`config.mk`:
```
export PLATFORM = sky130hd
export DESIGN_NAME = card_deck_shuffler
export DESIGN_NICKNAME = d
export VERILOG_FILES = /design/src/rtl/card_game_pkg.sv /design/src/rtl/card_lfsr.sv /design/src/rtl/card_deck_shuffler.sv
export SDC_FILE = /design/constraint.sdc
export NUM_CORES = 1
export LEC_CHECK = 0
export BUFFER_PORTS_ARGS = -buffer_cell sky130_fd_sc_hd__clkbuf_2
export CORE_ASPECT_RATIO = 1.1
export CORE_MARGIN = 2
export CORE_UTILIZATION = 27
export DETAILED_ROUTE_END_ITERATION = 16
export GPL_TIMING_DRIVEN = 0
export SYNTH_ARGS = -nofsm -noshare
export SYNTH_HDL_FRONTEND = slang
export SYNTH_SLANG_ARGS = --single-unit
```
`constraint.sdc`:
```
create_clock -name clock -period 8.75 [get_ports clock]
set_input_delay 0 -clock clock [delete_from_list [all_inputs] [get_ports clock]]
set_output_delay 0 -clock clock [all_outputs]
set_load 0.005 [all_outputs]
```
`src/rtl/card_game_pkg.sv`:
```
// card_game_pkg
//   Constants and types shared by the memory-game blocks: the deck
//   shuffler, compareCards and the VGA board renderer.
//   - NUM_CARDS / CARD_W / IDX_W : board geometry (6x6 board, 18 pairs)
//   - LFSR_W / LFSR_SEED / LFSR_TAPS : shuffle random source
//   - card_t : one card value, slot_t : one board slot index
//   - shuf_state_t : shuffler controller states
package card_game_pkg;

  localparam int NUM_CARDS = 36;
  localparam int CARD_W    = 5;
  localparam int IDX_W     = 6;
  localparam int LFSR_W    = 16;

  localparam logic [15:0] LFSR_SEED = 16'hACE1;
  localparam logic [15:0] LFSR_TAPS = 16'hB400;

  typedef logic [CARD_W-1:0] card_t;
  typedef logic [IDX_W-1:0]  slot_t;

  typedef enum logic [2:0] {
    IDLE    = 3'd0,
    FILL    = 3'd1,
    SHUFFLE = 3'd2,
    WRITE   = 3'd3,
    DONE    = 3'd4
  } shuf_state_t;

endpackage

```
`src/rtl/card_lfsr.sv`:
```
// card_lfsr
//   Free-running Galois LFSR (right-shifting). Advances on every clock
//   edge that is not a reset edge; loads SEED on reset.
//   Ports:
//     clock  in   system clock
//     reset  in   synchronous, active-high
//     q      out  current LFSR state (LFSR_W bits)
module card_lfsr #(
  parameter int                LFSR_W = 16,
  parameter logic [LFSR_W-1:0] SEED   = 16'hACE1,
  parameter logic [LFSR_W-1:0] TAPS   = 16'hB400
) (
  input  logic              clock,
  input  logic              reset,
  output logic [LFSR_W-1:0] q
);

  always_ff @(posedge clock) begin
    if (reset) begin
      q <= SEED;
    end else begin
      // The bit shifted out feeds back into every tap position.
      q <= (q >> 1) ^ (q[0] ? TAPS : '0);
    end
  end

endmodule

```
`src/rtl/card_deck_shuffler.sv`:
```
// card_deck_shuffler
//   Builds a shuffled memory-game deck (NUM_CARDS/2 pairs) with a
//   Fisher-Yates shuffle fed by a free-running LFSR, then streams it into
//   the card RAM one slot per cycle.
//   Ports:
//     clock      in   system clock
//     reset      in   synchronous, active-high
//     start      in   request a new shuffle (accepted in IDLE or DONE)
//     busy       out  high from FILL through the last WRITE cycle
//     done       out  high in DONE until the next accepted start or reset
//     wr_en      out  card RAM write strobe
//     wr_addr    out  card RAM slot index
//     wr_data    out  card value for wr_addr
//     dbg_state  out  controller state, for checkers
//     dbg_lfsr   out  LFSR state, for checkers
//   Handshake: start is a level sampled on every posedge while the
//   controller is in IDLE or DONE; there is no ready/ack, the rise of busy
//   on the following cycle shows the request was taken. The RAM side is a
//   write-only strobe with no back-pressure: every cycle with wr_en=1
//   carries one valid (wr_addr, wr_data) pair.
module card_deck_shuffler #(
  parameter int                NUM_CARDS = card_game_pkg::NUM_CARDS,
  parameter int                CARD_W    = card_game_pkg::CARD_W,
  parameter int                IDX_W     = card_game_pkg::IDX_W,
  parameter int                LFSR_W    = card_game_pkg::LFSR_W,
  parameter logic [LFSR_W-1:0] SEED      = 16'hACE1
) (
  input  logic                       clock,
  input  logic                       reset,
  input  logic                       start,
  output logic                       busy,
  output logic                       done,
  output logic                       wr_en,
  output logic [IDX_W-1:0]           wr_addr,
  output logic [CARD_W-1:0]          wr_data,
  output card_game_pkg::shuf_state_t dbg_state,
  output logic [LFSR_W-1:0]          dbg_lfsr
);

  import card_game_pkg::*;

  localparam logic [LFSR_W-1:0] TAPS      = LFSR_W'(LFSR_TAPS);
  localparam logic [IDX_W-1:0]  LAST_SLOT = IDX_W'(NUM_CARDS - 1);

  logic [LFSR_W-1:0] lfsr_q;
  shuf_state_t       state;
  logic [IDX_W-1:0]  idx;
  logic [IDX_W-1:0]  mask;
  logic [IDX_W-1:0]  cand;
  logic              accept;

  // Register array rather than RAM: a swap needs two reads and two
  // writes on the same edge.
  logic [CARD_W-1:0] deck [NUM_CARDS];

  card_lfsr #(
    .LFSR_W (LFSR_W),
    .SEED   (SEED),
    .TAPS   (TAPS)
  ) u_lfsr (
    .clock (clock),
    .reset (reset),
    .q     (lfsr_q)
  );

  // Smearing idx's leading one downwards yields (next pow2 >= idx+1) - 1,
  // so cand covers 0..idx with fewer than half of the draws rejected.
  always_comb begin
    mask = idx;
    for (int b = 0; b < IDX_W; b++) begin
      mask = mask | (mask >> 1);
    end
    cand   = lfsr_q[IDX_W-1:0] & mask;
    accept = (cand <= idx);
  end

  always_ff @(posedge clock) begin
    if (reset) begin
      state   <= IDLE;
      busy    <= 1'b0;
      done    <= 1'b0;
      wr_en   <= 1'b0;
      wr_addr <= '0;
      wr_data <= '0;
      idx     <= '0;
      for (int s = 0; s < NUM_CARDS; s++) begin
        deck[s] <= '0;
      end
    end else begin
      case (state)
        IDLE, DONE: begin
          if (start) begin
            state <= FILL;
            busy  <= 1'b1;
            done  <= 1'b0;
          end
        end

        FILL: begin
          // Slots 2p and 2p+1 both hold card p.
          for (int s = 0; s < NUM_CARDS; s++) begin
            deck[s] <= CARD_W'(s >> 1);
          end
          idx   <= LAST_SLOT;
          state <= SHUFFLE;
        end

        SHUFFLE: begin
          if (accept) begin
            deck[idx]  <= deck[cand];
            deck[cand] <= deck[idx];
            idx        <= idx - 1'b1;
            if (idx == IDX_W'(1)) begin
              state   <= WRITE;
              wr_en   <= 1'b1;
              wr_addr <= '0;
              // The final swap lands on this same edge, so slot 0's
              // post-swap value is picked here directly.
              wr_data <= (cand == '0) ? deck[1] : deck[0];
            end
          end
        end

        WRITE: begin
          if (wr_addr == LAST_SLOT) begin
            state <= DONE;
            wr_en <= 1'b0;
            busy  <= 1'b0;
            done  <= 1'b1;
          end else begin
            wr_addr <= wr_addr + 1'b1;
            wr_data <= deck[wr_addr + 1'b1];
          end
        end

        default: begin
          state <= IDLE;
          busy  <= 1'b0;
          done  <= 1'b0;
          wr_en <= 1'b0;
        end
      endcase
    end
  end

  assign dbg_state = state;
  assign dbg_lfsr  = lfsr_q;

endmodule
```
Yosys cells after proc, flatten, opt, wreduce, memory -nomap -nowiden
Memories as Yosys holds them, arrays and structs flattened. A register that Yosys moved wholly into a read port is not among the register bits. Index checks and enable logic that the tools add are counted.

Add/subtract/negate cells: 2. Muxes and demuxes: 79. Divide/modulo/power cells: 0. Equality and inequality tests: 11. Bitwise logic cells: 46. Shift operators: 0. Multiply operators: 0. Reductions and logical operators: 14. Order comparisons: 1.

Operators by type and width (number): two-way mux 5 bit (42); two-way mux 6 bit (8); bitwise OR 1 bit (36); bitwise OR 6 x 5 -> 6 bit (6); case mux 6 bit (2 select lines) (2); two-way mux 1 bit (17); two-way mux 16 bit (1); XOR 15 x 16 -> 16 bit (1); two-way mux 3 bit (4); case mux 3 bit (4 select lines) (1); AND reduction 4 bit (3); != test 2 bit (second input constant) (5); case mux 5 bit (2 select lines) (1); OR reduction 5 bit (2); case mux 1 bit (3 select lines) (3); adder 6 x 1 -> 6 bit (second input constant) (1); bitwise AND 6 bit (1); equality test 3 x 2 -> 1 bit (second input constant) (2); equality test 6 x 1 -> 1 bit (second input constant) (1); equality test 6 bit (second input constant) (1); less-or-equal comparator 6 bit (1); logical NOT 6 bit (1); subtractor 6 x 1 -> 6 bit (second input constant) (1); nonzero test 2 bit (2); 8 further kinds (10).

Flip-flop bits (word level): 39. Memory bits (read-only): 0. Output and inout port bits: 33. Memories: 1. Memory bits (writable): 180. Word-level logic and storage cells: 162. Bits in latches: 0.

Memories: deck (depth 36, width 5, read ports 5, clocked after memory_dff 1, write ports 36, line card_deck_shuffler.sv:54) `logic [CARD_W-1:0] deck [NUM_CARDS];`.

Logic depth before layout (Yosys ltp)
Word-level depth: 14. Mapped depth: 17. Depth with buffers taken out: 13.

Hierarchy
A second synthesis with hierarchy kept.

Cells, all modules: 2002. Area, all modules: 24038.1 um^2.

Modules (own cells, without submodules): card_deck_shuffler (area each 23575.1 um^2, times used 1, cells each 1966); card_lfsr (area each 462.9 um^2, times used 1, cells each 36).

Worst setup path after synthesis
Ideal clock, no wire load.

Path type: register to register. From: register idx[4]. To: memory deck[41][0], enable pin. Clock period less this slack: 4.163 ns. Cell stages (with the launch flop): 14. Data required time: 8.376 ns. Path slack: 4.587 ns. Library setup time: 0.374 ns. Arrival time: 3.789 ns. Cells stage by stage: dfxtp_1 -> buf_2 -> o41ai_2 -> inv_2 -> buf_2 -> buf_2 -> buf_2 -> ha_1 -> and3_1 -> o21a_1 -> o21a_1 -> nor4_1 -> nand2_1 -> o21ai_0.

RTL lines: from (decl) (line card_deck_shuffler.sv:47) `logic [IDX_W-1:0] idx;`; from (signal assigned) (line card_deck_shuffler.sv:112) `idx <= idx - 1'b1;`; to (decl) (line card_deck_shuffler.sv:54).

==> impl_metrics.toml <==
[run_status]
run_status = "finished, violations left"
violations = "capacitance limit, slew limit"

[synth]
yosysSeqAreaShare_pct = 44.1
synthFlopType = "edfxtp_1"
synthArstFlopShare_pct = 0
ys_ff_latch = 365
synth_area_um2 = 23900
synth-edff-count = 320
yosysWarnings = 0
syn_area_per_cell_um2 = 12.2
syn_nets = 1966
ys_types = 68
syn_inst = 1955

[floorplanning]
dieArea_um2 = 90800
initial_core_util_pct = 27.2
fp-row-count = 114
ios = 36
fp.dieW_um = 287
die_h_um = 316
core_area_um2 = 87700

[placed_design]
port_buffers = 34
placedCellCount = 3154
gp_congestion = 1.11
dp_hpwl_mm = 99.8

[sta]
finalClockSkew_ps = 23.7
min_period_over_period_pct = 84.1
min_period_ps = 7360
slew_headroom_pct = -10.8
holdWs_ps = 62.9
fin_tns_setup_ps = 0
drv_slew = 62
finalHoldViolCount = 0
rsz0062_at_grt = "no"
setup_violations = 0
worst_pin_slew_ps = 1650
clock.fmax_mhz = 136

[clock_network]
htreeDepth = 2
clk_pin_slew_ps = 60
cts_root_buf = "clkbuf_16"
post_cts_buffers = 0
cts-buffers-inserted = 40
clockBufferDepth = 3
clkLatencyLatePin_ps = 600
cts_tree = "done"
cts.sinks = 365
cts_resized = 0
cts-hold-fix-buffers = 1

[route]
met2_length_mm = 55.7
top_layer_used = "met5"
vias = 22200
routedLengthMet1_mm = 46.9
drt-initial-drc-count = 4160
via_per_inst = 6.87
wirelength_mm = 137
ant_nets = 0
drc = 0
wl_per_cell_um = 42.3
route.met3.wl_mm = 20.0
drtPass1Iterations = 8

[grt]
grt_overflow = 0
grt_usage_pct = 29.6
grt_first_pass_wirelength_mm = 181
grt_max_degree = 15
grt_pass1_vias = 20600
antenna_found_initial = 11

[critical_path]
cp_max_fo = 10
r2r_setup_slack_ps = 1390
worstPathRequired_ps = 8970
worstSetupPathType = "flip-flop to flip-flop"
cp.arrival_ps = 7580
end_kind = "flip-flop"
crit_path_start_kind = "flip-flop"
rr_worst_depth = 13

[final_layout]
final_util_pct = 30.7
fin_nets = 2049
seqCellArea_um2 = 10500
fillers = 8943
drive_above_1_share_pct = 21.2
multi_input_area_um2 = 12400
final_cells = 3233
syn2layout_area_growth_pct = 12.9

[flow_run]
cap_viol_max_count = 7

[pwr]
p_per_area_nw_per_um2 = 269
p_leak_nw = 8.48
ir_worst_vdd_mv = 0.138

[min_path]
hold_depth = 3
min_path_type = "input port to flip-flop"
[registers in the layout, indices dropped and copies added (netlist names), named ones only]
name and flops:
busy 1, idx 6, u_lfsr.q 16, deck 320, wr_addr 6, dbg_state 3
wr_data 5, wr_en 1, done 1
[final timing paths]
| check | startpoint | end |
|---|---|---|
| setup / recovery | u_lfsr.q[0] | deck[23][4] |
| hold reg to reg | u_lfsr.q[8] | u_lfsr.q[7] |
| hold / removal | reset | u_lfsr.q[10] |
| setup reg to reg | u_lfsr.q[0] | deck[23][4] |
[layer usage]
layer  vias up  global-route usage [%]
met1     11100                    35.2
met5         -                       0
li1       8202                       -
met2      2295                    42.1
met4        10                    23.7
met3       647                    11.8
[cell type report]
type                       count  share of cell area, %
multi-input combinational   1370                   46.1
sequential                   365                   39.0
tap                         1160                   5.39
clock buffer                  44                   3.85
buffer                       200                   3.25
clock inverter                28                   1.06
timing repair buffer          41                  0.989
inverter                      20                  0.279
antenna                        5                 0.0464
[power breakdown]
group,total (mW),internal [mW],switching (mW)
Sequential,2.24,2.12,0.123
Clock,1.79,1.01,0.782
Combinational,3.21,0.786,2.42
[cell usage after synthesis (16+ instances only)]
| cell | number | area, um^2 |
|---|---|---|
| a21oi_1 | 79 | 395 |
| a22o_1 | 16 | 140 |
| a22oi_1 | 47 | 353 |
| and2_1 | 16 | 100 |
| buf_2 | 59 | 295 |
| clkbuf_1 | 123 | 462 |
| dfxtp_1 | 45 | 901 |
| edfxtp_1 | 320 | 9610 |
| inv_1 | 16 | 60.1 |
| mux2i_1 | 113 | 1130 |
| mux4_2 | 235 | 5290 |
| nand2_1 | 156 | 586 |
| nand3_1 | 58 | 290 |
| nand3b_1 | 25 | 188 |
| nand4_1 | 18 | 113 |
| nor2_1 | 147 | 552 |
| nor3_1 | 16 | 80.1 |
| o21ai_0 | 129 | 646 |
| o221ai_1 | 60 | 526 |
| o22ai_1 | 72 | 450 |
[layout by cell type, fill, tap and decap left out, types with 7 or more instances in the layout]
cell	n
nand3b_1	25
nand4_1	18
edfxtp_1	320
o21ai_0	129
nand2_1	156
a22o_1	16
a222oi_1	13
mux2i_1	113
a31oi_1	8
buf_4	7
a22oi_1	47
o22ai_1	72
ha_1	8
clkbuf_1	120
o221ai_1	60
clkbuf_2	41
dfxtp_1	45
o211ai_1	14
nand3_1	58
inv_1	17
nor2_1	143
clkbuf_16	41
buf_1	7
buf_2	60
and2_1	16
a21o_1	7
nor3_1	15
or2_2	7
xnor2_1	7
nand4b_1	7
or4b_1	14
a41oi_1	12
nor2b_1	14
mux4_2	235
clkinv_1	8
a21oi_1	79
[per-stage QoR]
stage	worst slack [ps]	total power, mW	instance area [um^2]
after global routing	1650	7.25	26900
final	1390	7.24	26900
after floorplan	4590	3.73	23900
after detailed placement	1900	5.23	25600
after CTS	1890	6.99	26900
after global placement	1640	5.20	25500
[critical path, stage by stage (launching register included)]
cell      delay (ps)
dfxtp_1          490
buf_2            390
buf_2            460
buf_2            630
buf_1            940
o21ai_0          300
ha_1             370
a32oi_1          100
o21a_1           170
nor3_1           510
clkbuf_1         390
nand4_1          630
clkbuf_1         810
o211ai_1         770
[cells by family (layout without fill, tap and decap cells)]
kind of cell / Yosys count / count (layout) / synth area share (%)
multiplexers: 350 / 350 / 27.1
other: 0 / 5 / 0
flip-flops: 365 / 365 / 44.1
buffers and inverters: 220 / 333 / 3.94
AO/OA/AOI/OAI: 495 / 495 / 13.7
adder cells (fa/ha/maj): 8 / 8 / 0.420
XOR/XNOR: 11 / 11 / 0.404
AND/OR/NAND/NOR: 506 / 506 / 10.4
No activity file was read; power rests on OpenSTA's default activity.
